$ cat src/rtl/alu_pkg.sv
// Shared definitions for the ALU issue path.
//  - ALU op codes (4 bits) presented to the ALU
//  - RV32I major opcodes handled by the issue decoder
//  - funct7 values distinguishing base/alternate encodings
//  - issue_t: registered payload {illegal, alu_op, alu_a, alu_b}
package alu_pkg;

    localparam int unsigned XLEN   = 32;
    localparam int unsigned OP_W   = 4;
    localparam int unsigned OPC_W  = 7;
    localparam int unsigned F3_W   = 3;
    localparam int unsigned F7_W   = 7;

    localparam logic [OP_W-1:0] ALU_ADD  = 4'd0;
    localparam logic [OP_W-1:0] ALU_SUB  = 4'd1;
    localparam logic [OP_W-1:0] ALU_AND  = 4'd2;
    localparam logic [OP_W-1:0] ALU_OR   = 4'd3;
    localparam logic [OP_W-1:0] ALU_XOR  = 4'd4;
    localparam logic [OP_W-1:0] ALU_SLL  = 4'd5;
    localparam logic [OP_W-1:0] ALU_SRL  = 4'd6;
    localparam logic [OP_W-1:0] ALU_SRA  = 4'd7;
    localparam logic [OP_W-1:0] ALU_SLT  = 4'd8;
    localparam logic [OP_W-1:0] ALU_SLTU = 4'd9;

    localparam logic [OPC_W-1:0] OPC_OP    = 7'b0110011;
    localparam logic [OPC_W-1:0] OPC_OPIMM = 7'b0010011;
    localparam logic [OPC_W-1:0] OPC_LUI   = 7'b0110111;
    localparam logic [OPC_W-1:0] OPC_AUIPC = 7'b0010111;

    localparam logic [F7_W-1:0] F7_BASE = 7'h00;
    localparam logic [F7_W-1:0] F7_ALT  = 7'h20;

    typedef struct packed {
        logic              illegal;
        logic [OP_W-1:0]   alu_op;
        logic [XLEN-1:0]   alu_a;
        logic [XLEN-1:0]   alu_b;
    } issue_t;

    localparam int unsigned ISSUE_W = $bits(issue_t);

    // funct3 -> ALU op for the encodings that need no funct7 disambiguation
    function automatic logic [OP_W-1:0] f3_to_op(input logic [F3_W-1:0] f3);
        logic [OP_W-1:0] op;
        op = ALU_ADD;
        case (f3)
            3'b001:  op = ALU_SLL;
            3'b010:  op = ALU_SLT;
            3'b011:  op = ALU_SLTU;
            3'b100:  op = ALU_XOR;
            3'b110:  op = ALU_OR;
            3'b111:  op = ALU_AND;
            default: op = ALU_ADD;
        endcase
        return op;
    endfunction

endpackage

$ cat src/rtl/rv_skid_buffer.sv
// Generic 2-entry valid/ready skid buffer with synchronous flush.
//  Ports: clk, rst_n (async active-low), flush,
//         in_valid/in_ready/in_data (upstream), out_valid/out_ready/out_data (downstream).
//  in_ready and out_valid are individual state flop bits; order is preserved.
module rv_skid_buffer #(
    parameter int unsigned W = 69
) (
    input  logic         clk,
    input  logic         rst_n,
    input  logic         flush,
    input  logic         in_valid,
    output logic         in_ready,
    input  logic [W-1:0] in_data,
    output logic         out_valid,
    input  logic         out_ready,
    output logic [W-1:0] out_data
);

    // bit0 = output slot occupied, bit1 = skid slot occupied
    typedef enum logic [1:0] {
        ST_EMPTY = 2'b00,
        ST_ONE   = 2'b01,
        ST_FULL  = 2'b11
    } state_t;

    state_t         state_q, state_d;
    logic [W-1:0]   main_q, main_d;
    logic [W-1:0]   skid_q, skid_d;
    logic           accept;
    logic           drain;

    assign in_ready  = ~state_q[1];
    assign out_valid = state_q[0];
    assign out_data  = main_q;

    assign accept = in_valid & ~state_q[1];
    assign drain  = state_q[0] & out_ready;

    // State and payload registers
    always_ff @(posedge clk or negedge rst_n) begin
        if (!rst_n) begin
            state_q <= ST_EMPTY;
            main_q  <= '0;
            skid_q  <= '0;
        end else begin
            state_q <= state_d;
            main_q  <= main_d;
            skid_q  <= skid_d;
        end
    end

    // Next state; flush overrides everything and drops any input
    always_comb begin
        state_d = state_q;
        main_d  = main_q;
        skid_d  = skid_q;
        if (flush) begin
            state_d = ST_EMPTY;
        end else begin
            case (state_q)
                ST_EMPTY: begin
                    if (accept) begin
                        main_d  = in_data;
                        state_d = ST_ONE;
                    end
                end
                ST_ONE: begin
                    if (accept && drain) begin
                        main_d = in_data;
                    end else if (accept) begin
                        skid_d  = in_data;
                        state_d = ST_FULL;
                    end else if (drain) begin
                        state_d = ST_EMPTY;
                    end
                end
                ST_FULL: begin
                    if (drain) begin
                        main_d  = skid_q;
                        state_d = ST_ONE;
                    end
                end
                default: state_d = ST_EMPTY;
            endcase
        end
    end

endmodule

$ cat src/rtl/alu_issue_stage.sv
// Registered issue stage: decodes RV32I OP/OP-IMM/LUI/AUIPC into {alu_op, alu_a, alu_b}
// and holds the result behind a valid/ready handshake.
//  Ports: clk, rst_n (async active-low), flush (sync drop-all),
//         in_valid/in_ready with instr, pc, rs1_data, rs2_data,
//         out_valid/out_ready with alu_op, alu_a, alu_b, illegal.
//  SKID_EN=1: 2-entry skid, in_ready from a flop. SKID_EN=0: single register,
//  in_ready = ~out_valid | out_ready.
module alu_issue_stage
    import alu_pkg::*;
#(
    parameter bit SKID_EN = 1'b1
) (
    input  logic             clk,
    input  logic             rst_n,
    input  logic             flush,
    input  logic             in_valid,
    output logic             in_ready,
    input  logic [XLEN-1:0]  instr,
    input  logic [XLEN-1:0]  pc,
    input  logic [XLEN-1:0]  rs1_data,
    input  logic [XLEN-1:0]  rs2_data,
    output logic             out_valid,
    input  logic             out_ready,
    output logic [OP_W-1:0]  alu_op,
    output logic [XLEN-1:0]  alu_a,
    output logic [XLEN-1:0]  alu_b,
    output logic             illegal
);

    logic [OPC_W-1:0] opcode;
    logic [F3_W-1:0]  f3;
    logic [F7_W-1:0]  f7;
    logic [XLEN-1:0]  imm_i;
    logic [XLEN-1:0]  imm_u;
    logic [XLEN-1:0]  shamt;
    logic             legal;
    issue_t           dec;
    issue_t           held;
    logic             unused_rd;

    assign opcode    = instr[6:0];
    assign f3        = instr[14:12];
    assign f7        = instr[31:25];
    assign imm_i     = {{20{instr[31]}}, instr[31:20]};
    assign imm_u     = {instr[31:12], 12'b0};
    assign shamt     = {27'b0, instr[24:20]};
    assign unused_rd = ^instr[11:7];

    // Instruction decode; any illegal encoding yields a zeroed payload with illegal set
    always_comb begin
        dec   = '0;
        legal = 1'b0;
        case (opcode)
            OPC_OP: begin
                dec.alu_a = rs1_data;
                dec.alu_b = rs2_data;
                case (f3)
                    3'b000: begin
                        if (f7 == F7_BASE) begin
                            dec.alu_op = ALU_ADD;
                            legal      = 1'b1;
                        end else if (f7 == F7_ALT) begin
                            dec.alu_op = ALU_SUB;
                            legal      = 1'b1;
                        end
                    end
                    3'b101: begin
                        if (f7 == F7_BASE) begin
                            dec.alu_op = ALU_SRL;
                            legal      = 1'b1;
                        end else if (f7 == F7_ALT) begin
                            dec.alu_op = ALU_SRA;
                            legal      = 1'b1;
                        end
                    end
                    default: begin
                        if (f7 == F7_BASE) begin
                            dec.alu_op = f3_to_op(f3);
                            legal      = 1'b1;
                        end
                    end
                endcase
            end
            OPC_OPIMM: begin
                dec.alu_a = rs1_data;
                dec.alu_b = imm_i;
                case (f3)
                    3'b001: begin
                        dec.alu_b = shamt;
                        if (f7 == F7_BASE) begin
                            dec.alu_op = ALU_SLL;
                            legal      = 1'b1;
                        end
                    end
                    3'b101: begin
                        dec.alu_b = shamt;
                        if (f7 == F7_BASE) begin
                            dec.alu_op = ALU_SRL;
                            legal      = 1'b1;
                        end else if (f7 == F7_ALT) begin
                            dec.alu_op = ALU_SRA;
                            legal      = 1'b1;
                        end
                    end
                    default: begin
                        // imm[11:5] is part of the immediate here, not a funct7
                        dec.alu_op = f3_to_op(f3);
                        legal      = 1'b1;
                    end
                endcase
            end
            OPC_LUI: begin
                dec.alu_a  = '0;
                dec.alu_b  = imm_u;
                dec.alu_op = ALU_ADD;
                legal      = 1'b1;
            end
            OPC_AUIPC: begin
                dec.alu_a  = pc;
                dec.alu_b  = imm_u;
                dec.alu_op = ALU_ADD;
                legal      = 1'b1;
            end
            default: legal = 1'b0;
        endcase
        if (!legal) begin
            dec         = '0;
            dec.illegal = 1'b1;
        end
    end

    generate
        if (SKID_EN) begin : g_skid
            logic [ISSUE_W-1:0] held_bits;

            rv_skid_buffer #(
                .W (ISSUE_W)
            ) u_skid (
                .clk       (clk),
                .rst_n     (rst_n),
                .flush     (flush),
                .in_valid  (in_valid),
                .in_ready  (in_ready),
                .in_data   (ISSUE_W'(dec)),
                .out_valid (out_valid),
                .out_ready (out_ready),
                .out_data  (held_bits)
            );

            assign held = issue_t'(held_bits);
        end else begin : g_single
            logic   valid_q;
            issue_t data_q;

            assign in_ready  = ~valid_q | out_ready;
            assign out_valid = valid_q;
            assign held      = data_q;

            // Single pipeline register
            always_ff @(posedge clk or negedge rst_n) begin
                if (!rst_n) begin
                    valid_q <= 1'b0;
                    data_q  <= '0;
                end else if (flush) begin
                    valid_q <= 1'b0;
                end else if (in_ready) begin
                    valid_q <= in_valid;
                    if (in_valid) begin
                        data_q <= dec;
                    end
                end
            end
        end
    endgenerate

    assign alu_op  = held.alu_op;
    assign alu_a   = held.alu_a;
    assign alu_b   = held.alu_b;
    assign illegal = held.illegal;

endmodule

$ cat config.mk
export PLATFORM = sky130hd
export DESIGN_NAME = alu_issue_stage
export DESIGN_NICKNAME = d
export VERILOG_FILES = /design/src/rtl/alu_pkg.sv /design/src/rtl/rv_skid_buffer.sv /design/src/rtl/alu_issue_stage.sv
export SDC_FILE = /design/constraint.sdc
export NUM_CORES = 1
export LEC_CHECK = 0
export BUFFER_PORTS_ARGS = -buffer_cell sky130_fd_sc_hd__buf_4
export CORE_ASPECT_RATIO = 1.75
export CORE_UTILIZATION = 30
export DETAILED_ROUTE_END_ITERATION = 7
export PLACE_DENSITY_LB_ADDON = 0.08
export SLEW_MARGIN = 30
export SYNTH_ARGS = -nofsm -noshare
export SYNTH_HDL_FRONTEND = slang
export SYNTH_SLANG_ARGS = --single-unit
$ cat constraint.sdc
create_clock -name clk -period 3.2 [get_ports clk]
set_clock_uncertainty 0.2 [all_clocks]
set_input_delay 0.16 -clock clk [delete_from_list [all_inputs] [get_ports clk]]
set_output_delay 0.16 -clock clk [all_outputs]
set_load 0.03 [all_outputs]
==> flow_summary.json <==
{
  "fmax_ghz": 0.362,
  "yosysSeqAreaShare": 0.472,
  "crit_fanout": 75,
  "slowest_stage": "dfrtp_1",
  "clkTransAtPathRegs_ns": 0.06,
  "setup_tns_ns": 0,
  "hold_violations": 0,
  "yosysTopAreaCell": "dfrtp_1",
  "start_util": 0.308,
  "synth_edf_count": 0,
  "place_ws_ns": 0.445,
  "cpMostUsedCell": "buf_4",
  "end_kind": "flop",
  "grt_pass1_vias": 7275,
  "ys_types": 52,
  "numCtsBuffers": 17,
  "drtPass1Iterations": 8,
  "r2r-start": "g_skid.u_skid.state_q[1]",
  "die_w_um": 121,
  "cp_cell_sequence": "inv_1 -> ha_1 -> nand3_1 -> or3b_4 -> buf_4 -> nor2_2 -> buf_4 -> a22o_1",
  "cts_max_level": 4,
  "cts-root-buf": "clkbuf_16",
  "status": "finished clean",
  "critical_path.top_delay_family": "buffers and inverters",
  "power_density_nw_per_um2": 733,
  "drt-initial-drc-count": 421,
  "n_antenna_cell": 0,
  "path_buf_inv": 3,
  "finalCritPeriodShare": 0.862,
  "yosysWarningCount": 0,
  "grt_antenna_before_repair": 0,
  "grt_pass1_wl_um": 40800,
  "grt_usage": 0.211,
  "maxSlewViolCount": 0,
  "setup_violations": 0,
  "cts_sinks": 140,
  "vias": 7269,
  "gp_congestion": 0.792,
  "rsz0062_at_grt": "no",
  "worstHoldStart": "rs2_data[24]",
  "hold_path.class": "in -> reg",
  "coreArea_um2": 24100,
  "finalWorstSetupSlack_ns": 0.440,
  "cts_tree": "done",
  "ys.flop_type": "dfrtp_1",
  "placed_area_um2": 9180,
  "drive_gt1_frac": 0.266,
  "fp-row-count": 75,
  "relSlewSlack": 0.393,
  "ir_drop_uv": 321,
  "ios": 204,
  "design_area_um2": 10700,
  "path_class": "reg -> reg",
  "cp-startpoint": "g_skid.u_skid.state_q[1]",
  "p_leak_uw": 0.00468,
  "syn2layout_area_growth_pct": 43.6,
  "slowest_delay_ns": 0.45,
  "fp.dieH_um": 210,
  "worstPathArrival_ns": 2.91,
  "cap_violations": 0,
  "clock_path_buffers": 2,
  "clk_latency_ns": 0.43,
  "via_per_inst": 5.20,
  "antenna_left": 0,
  "synth_area_um2": 7420,
  "syn_nets": 973,
  "postSynthAreaPerCell_um2": 8.88,
  "synth_area_leaders": "dfrtp_1 47%, a21oi_1 7.9%, nor2_1 6.2%",
  "synth-seq-cells": 140,
  "synth_top_cell_area_share": 0.472,
  "synth_cells": 836,
  "tightestPinTransition_ns": 0.911,
  "grt_max_degree": 76,
  "async_reset_ff_frac": 1.00,
  "dpl.hpwl_um": 17200,
  "port_buffers": 198,
  "drc": 0,
  "drt_wl_total_um": 26200,
  "overflow": 0,
  "fin_crit_ns": 2.76,
  "regToRegSetupSlack_ns": 0.44,
  "layout.nets": 1215,
  "cp_data_required_time_ns": 3.35,
  "wl_per_cell_um": 18.7,
  "crit_path_start_kind": "flop",
  "die_area_um2": 25400
}
==> layout by cell type (no fill, tap or decap), types with 7 or more instances in the layout <==
cell and n:
buf_4 218, dfrtp_1 140, nor2_1 121, a21oi_1 117
dlygate4sd3_1 86, nand2_1 72, a22o_1 46, nor2b_1 37
nor3_1 29, a221oi_1 26, o21ai_2 20, o2111ai_1 19
o21ai_0 18, clkbuf_16 17, o21ai_1 10, mux2i_1 8
nand3_1 7, nand4_1 7
==> metal layers <==
metal / vias to the layer above / track usage / routed length (um)
li1: 3495 / - / -
met1: 3555 / 0.243 / 10600
met2: 192 / 0.385 / 14100
met3: 27 / 0.0344 / 957
met4: 0 / 0.0732 / 521
met5: - / 0 / 0
==> path summary, 6_finish.rpt <==
| kind | end | cells after the start |
|---|---|---|
| max in group asynchronous | g_skid.u_skid.skid_q[18] | 3 |
| hold reg to reg | g_skid.u_skid.skid_q[3] | 2 |
| setup / recovery | g_skid.u_skid.skid_q[54] | 8 |
| setup reg to reg | g_skid.u_skid.skid_q[54] | 8 |
| min in group asynchronous | g_skid.u_skid.out_data[37] | 2 |
| hold / removal | g_skid.u_skid.skid_q[24] | 4 |
==> metrics by stage <==
step	std cells	utilization	power (uW)	hold slack [ns]
3_5_place_dp	1281	0.381	5700	-0.0301
4_1_cts	1398	0.442	7950	0.00169
6_report	1398	0.442	7820	0.0171
2_1_floorplan	836	-	4340	-0.336
5_1_grt	1398	0.442	8260	0.0221
3_3_place_gp	1281	0.381	5680	-0.0294
==> tightest hold or removal path: cells and delay by family <==
| family | cells | cell delay (ns) |
|---|---|---|
| compound gates | 3 | 0.37 |
| buf+inv | 1 | 0.08 |
==> registers in the layout, indices dropped and copies added, names as in the netlist <==
signal / flops
g_skid.u_skid.skid_q: 69
g_skid.u_skid.out_data: 69
g_skid.u_skid.state_q: 2
==> cells by family (layout without fill, tap and decap cells) <==
group                    count (synthesis)  count (layout)  synth area share
multiplexers                             8               8            0.0108
AO/OA/AOI/OAI                          291             291             0.268
adder cells (fa/ha/maj)                  4               4           0.00674
XOR/XNOR                                 2               2           0.00236
flip-flops                             140             140             0.472
buffers and inverters                   89             343            0.0516
AND/OR/NAND/NOR                        302             302             0.189
==> cell type report <==
cell class / instances / area (um^2)
fill: 2428 / 13500
multi-input combinational: 607 / 3570
sequential: 140 / 3500
timing repair buffer: 308 / 2570
clock buffer: 20 / 457
tap: 308 / 385
clock inverter: 11 / 168
inverter: 4 / 15.0
==> cell usage after synthesis, types with 3 or more instances <==
| master | n |
|---|---|
| dfrtp_1 | 140 |
| nor3_1 | 29 |
| inv_1 | 4 |
| buf_6 | 3 |
| o311ai_0 | 6 |
| o211ai_1 | 3 |
| nor2b_1 | 38 |
| o21ai_2 | 20 |
| o31ai_1 | 5 |
| a22o_1 | 46 |
| nand2b_1 | 4 |
| nand3_1 | 8 |
| o21ai_1 | 10 |
| nand4_1 | 7 |
| o2111ai_1 | 19 |
| buf_2 | 18 |
| mux2i_1 | 8 |
| nor2_1 | 122 |
| nand2_1 | 72 |
| o21ai_0 | 18 |
| clkbuf_1 | 61 |
| a21oi_1 | 117 |
| o21a_1 | 6 |
| or4_1 | 5 |
| ha_1 | 4 |
| a221oi_1 | 26 |
| and3_1 | 4 |
==> power by group <==
group	leakage, uW	switching [uW]	internal [uW]
clock network	0.000302	782	1340
registers	0.00182	286	2230
logic	0.00256	1990	1200
==> timing repair <==
action	4_1_cts	5_1_grt
endpoints found under the hold margin	126	0
hold buffers	86	0
gates resized for setup	0	0
setup buffers	0	0
Note: power is estimated with default switching activity, not from simulation.
